### src/rtl/cpu_step_ctrl.sv
// rtl/cpu_step_ctrl.sv - run/halt/single-step/burst controller issuing cpu_en pulses per div_clk rise
module cpu_step_ctrl #(
  parameter int CNT_W = 8,
  parameter int RET_W = 16
) (
  input  logic             clk,
  input  logic             reset,
  input  logic             div_clk,
  input  logic             run_btn,
  input  logic             halt_btn,
  input  logic             step_btn,
  input  logic             burst_btn,
  input  logic [CNT_W-1:0] step_count,
  output logic             cpu_en,
  output logic [1:0]       mode,
  output logic             busy,
  output logic [CNT_W-1:0] remaining,
  output logic [RET_W-1:0] retired
);

  localparam logic [1:0] HALT  = 2'b00;
  localparam logic [1:0] RUN   = 2'b01;
  localparam logic [1:0] STEP  = 2'b10;
  localparam logic [1:0] BURST = 2'b11;

  // Button bit order: {burst, step, halt, run}
  logic [3:0] btn_s1, btn_s2, btn_prev, req;
  logic       req_run, req_halt, req_step, req_burst;
  logic       div_q, tick, allowed;
  logic [1:0] mode_nxt;
  logic [CNT_W-1:0] rem_nxt;

  assign req       = btn_s2 & ~btn_prev;
  assign req_run   = req[0];
  assign req_halt  = req[1];
  assign req_step  = req[2];
  assign req_burst = req[3];
  assign tick      = div_clk & ~div_q;

  always_comb begin
    mode_nxt = mode;
    rem_nxt  = remaining;
    allowed  = 1'b0;
    case (mode)
      HALT: begin
        if (req_halt) begin
          mode_nxt = HALT;
        end else if (req_run) begin
          mode_nxt = RUN;
        end else if (req_burst) begin
          // A zero-length burst is a no-op rather than an endless burst
          if (step_count != '0) begin
            mode_nxt = BURST;
            rem_nxt  = step_count;
          end
        end else if (req_step) begin
          mode_nxt = STEP;
        end
      end
      RUN: begin
        allowed = ~req_halt;
        if (req_halt) mode_nxt = HALT;
      end
      STEP: begin
        allowed = ~req_halt;
        if (req_halt || tick) mode_nxt = HALT;
      end
      BURST: begin
        allowed = ~req_halt;
        if (req_halt) begin
          mode_nxt = HALT;
          rem_nxt  = '0;
        end else if (tick) begin
          rem_nxt = remaining - CNT_W'(1);
          if (remaining == CNT_W'(1)) mode_nxt = HALT;
        end
      end
      default: mode_nxt = HALT;
    endcase
  end

  always_ff @(posedge clk or posedge reset) begin
    if (reset) begin
      btn_s1    <= '0;
      btn_s2    <= '0;
      btn_prev  <= '0;
      // div_q starts high so a div_clk already high at release is not a tick
      div_q     <= 1'b1;
      cpu_en    <= 1'b0;
      mode      <= HALT;
      busy      <= 1'b0;
      remaining <= '0;
      retired   <= '0;
    end else begin
      btn_s1    <= {burst_btn, step_btn, halt_btn, run_btn};
      btn_s2    <= btn_s1;
      btn_prev  <= btn_s2;
      div_q     <= div_clk;
      cpu_en    <= tick & allowed;
      mode      <= mode_nxt;
      busy      <= (mode_nxt != HALT);
      remaining <= rem_nxt;
      if (cpu_en) retired <= retired + RET_W'(1);
    end
  end

endmodule

### config.mk
export PLATFORM = sky130hd
export DESIGN_NAME = cpu_step_ctrl
export DESIGN_NICKNAME = d
export VERILOG_FILES = /design/src/rtl/cpu_step_ctrl.sv
export SDC_FILE = /design/constraint.sdc
export NUM_CORES = 1
export LEC_CHECK = 0
export CORE_ASPECT_RATIO = 0.9
export CORE_MARGIN = 2
export CORE_UTILIZATION = 49
export DETAILED_ROUTE_END_ITERATION = 12
export PLACE_DENSITY = 0.89
export SETUP_SLACK_MARGIN = 0.02
export SYNTH_ARGS = -nofsm -noshare
export SYNTH_HDL_FRONTEND = slang
export SYNTH_SLANG_ARGS = --single-unit
### constraint.sdc
create_clock -name clk -period 1.9 [get_ports clk]
set_input_delay 0.285 -clock clk [delete_from_list [all_inputs] [get_ports clk]]
set_output_delay 0.285 -clock clk [all_outputs]
set_load 0.01 [all_outputs]
==> qor.txt <==
Chip height -> 61.4 um
Post-synthesis to final-layout area growth -> 39.4%
Pre-CTS WS -> -0.328 ns
Register-to-register path setup slack -> 0.16 ns
Aggregate negative setup slack -> 0 ns
FF-to-FF Start -> btn_s2[1]
Average instance area after synthesis -> 11.2 sq um
Number of buffers created by CTS -> 5
Row count -> 20
Power density over the cells -> 1250 nW/um^2
Portion of the clock cycle consumed by the worst path in the final layout -> 94.3%
Required time of the critical path -> 2.08 ns
Number of inserted filler cells in the final layout -> 250
Critical Path Source Type -> input port
Combined global-route utilization of all metal layers -> 20.8%
Seq/Total Area, Yosys -> 57.3%
Count of nets after finishing -> 238
Leading cell types by total area after synthesis -> dfrtp_1 (56%), xnor2_1 (5.4%), nor2_1 (3.1%), ha_1 (2.1%), o31ai_1 (2.1%)
Crit path max-delay cell type -> clkdlybuf4s50_1
Placed wire-length estimate -> 2750 um
Maximum fanout encountered on the critical timing path -> 5
CTS tree -> built
Sinks on the clock net -> 41
Wire length of the first global-routing pass -> 6150 um
Starting Density -> 52.3%
Kind of cell adding the most delay to the critical path -> buffers and inverters
Number of nets still failing antenna checks after routing -> 0
Number of primary I/O pins -> 43
Placer congestion estimate -> 0.837
Largest net degree at the start of global routing -> 42
Placeable core region -> 3430 sq um
Post-synth top area share -> 55.8%
Worst ir drop on vdd -> 742 uV
Vias per std cell -> 5.51
Synth cell types -> 39
Number of optimization iterations in the first detailed-route pass -> 5
Slowest Stage Delay on Critical Path -> 0.44 ns
Clock slew seen by the registers of the worst setup and hold paths -> 0.08 ns
Setup crit end kind -> flip-flop
Max Slew Vio Count -> 0
Maximum count of clock buffers along a single path -> 2
Count of input and output buffers -> 42
Via count of the first global-routing pass -> 1,417
MaxCap Viol Count -> 0
DIE AREA -> 4160 sq um
Endpoint arrival time on the critical path -> 1.98 ns
Clk Latency, worst-skew pair -> 0.30 ns
Die span in x -> 67.8 um
Area used by sequential logic in the layout -> 1030 sq um
RSZ-0062 raised after global routing -> no
Final worst slack -> 0.108 ns
Leakage component of the power -> 1.09 nW
Final setup violating endpoints -> 0
Cell type contributing the most total cell area after synthesis -> dfrtp_1
Routed via count -> 1,459
Class of the tightest hold or removal check -> input port to async pin
Worst setup path category -> input port to flip-flop
Remaining global-route overflow -> 0
Yosys warning count -> 0
Relative max-transition margin -> 70.9%
Multi-input logic area -> 737 sq um
Ratio of cells with drive above 1 in the final layout -> 14.0%
Highest clock rate -> 558 MHz
Register bit count reported by yosys -> 41
Final antenna diode count -> 0
Setup Skew -> 0.00257 ns
Leading cell types in the layout, fill and taps excluded -> dfrtp_1 (40), clkdlybuf4s50_1 (40), nor2_1 (15)
Routed wire per std cell -> 14.1 um
Cells along the critical path -> clkdlybuf4s50_1, nor4_2, a21oi_2, buf_4, a21oi_4, or2_1, mux2_1
Synthesized cell area -> 1790 sq um
Run status -> completed
Actual slew at the worst max-slew pin -> 0.426 ns
Number of cells on the critical path -> 7
Starting DRT DRC Count -> 132
Cell count after synthesis -> 160
Net count after synthesis -> 178
Endpoint of the lowest-slack register-to-register path -> remaining[0]
Final worst path period need -> 1.79 ns
Total routed wirelength -> 3730 um
Critical path buffers and inverters -> 2
Number of antenna violations at the first check in global routing -> 0
Clock tree root buffer cell -> clkbuf_8
Final hold violation count -> 0
Depth of the worst register-to-register path -> 5
Maximum level of the CTS H-tree -> 2
Drc violations -> 0
## tightest hold or removal path: cells and delay by family
family,cells,cell delay (ns)
buf+inv,3,0.72
## cells in the mapped netlist
library cell,number
o31ai_1,5
mux2_1,1
nor2b_2,1
and2_1,1
a31oi_1,3
a2111oi_0,2
inv_1,8
o311ai_2,1
nand2_2,1
buf_2,2
nor2_2,1
and3_1,4
nand3_1,5
nor2b_1,1
o21ai_1,5
a21oi_1,6
xnor2_1,11
or2_1,2
nand2b_1,5
dfrtp_1,40
nor2_1,15
nor3_1,3
ha_1,3
nand4_1,4
a22o_1,1
o21ai_0,2
o31a_1,1
a22oi_1,2
nor4_1,2
a21oi_2,1
or4_1,1
xor2_1,4
nand2_1,7
and4_1,1
mux2_2,1
dfstp_2,1
a32oi_1,3
nor4_2,2
and2b_1,1
## cells by family after synthesis
family | count (synthesis) | synth area share (%)
buffers and inverters | 10 | 2.23
and+or+nand+nor | 57 | 17.4
muxes | 2 | 1.26
DFF | 41 | 57.3
xor gates and xnor gates | 15 | 7.33
AOI/OAI and AO/OA | 32 | 12.4
adders and majority gates | 3 | 2.09
## sequential cells by signal, summed over array words and instances (netlist names)
register,cells
btn_s1,4
cpu_en,1
btn_s2,4
remaining,8
retired,16
mode,2
busy,1
btn_prev,4
div_q,1
## layer usage
layer	global-route usage (%)	part of all wire, %	vias to the layer above
li1	-	-	690
met1	25.3	44	710
met2	33.8	47	52
met3	8.04	7.2	7
met4	7.87	1.6	0
met5	0	0	-
## metrics by stage
stage / std cells / cell area (sq um) / hold WS [ns] / util [%] / total power, mW
after floorplan: 160 / 1790 / 0.289 / - / 1.84
after global placement: 256 / 2360 / 0.332 / 68.9 / 2.39
after detailed placement: 256 / 2360 / 0.336 / 68.9 / 2.43
after CTS: 265 / 2490 / 0.340 / 72.6 / 3.13
after global routing: 265 / 2500 / 0.362 / 72.9 / 3.33
final: 265 / 2500 / 0.338 / 72.9 / 3.12
## cell type report
class,instances,area share [%]
clock buffer,5,2.75
clock inverter,3,1.85
inverter,8,1.20
multi-input combinational,109,29.5
sequential,41,41.1
tap,44,2.20
timing repair buffer,55,21.4
## where the power goes
group,leakage (nW),internal (mW),switching (mW)
clock network,0.0543,0.393,0.301
registers,0.512,1.05,0.234
logic,0.529,0.616,0.527
## repair_timing
item / 4_1_cts / 5_1_grt
pin swaps: 2 / 6
buffers inserted: 1 / 0
resized for setup: 1 / 3
setup endpoints to repair: 1 / 9
hold buffers: 0 / 0
## worst max path at each step
| stage | startpoint | to | slack, ns |
|---|---|---|---|
| finish | step_count[3] | remaining[3] | 0.11 |
| global route | step_count[3] | remaining[3] | 0.03 |
| CTS | step_count[3] | busy | 0.04 |
| detailed placement | step_count[0] | busy | -0.33 |
| global placement | step_count[0] | busy | -0.27 |
| floorplan | mode[1] | remaining[3] | 0.1 |
(Power assumes the default switching activity.)
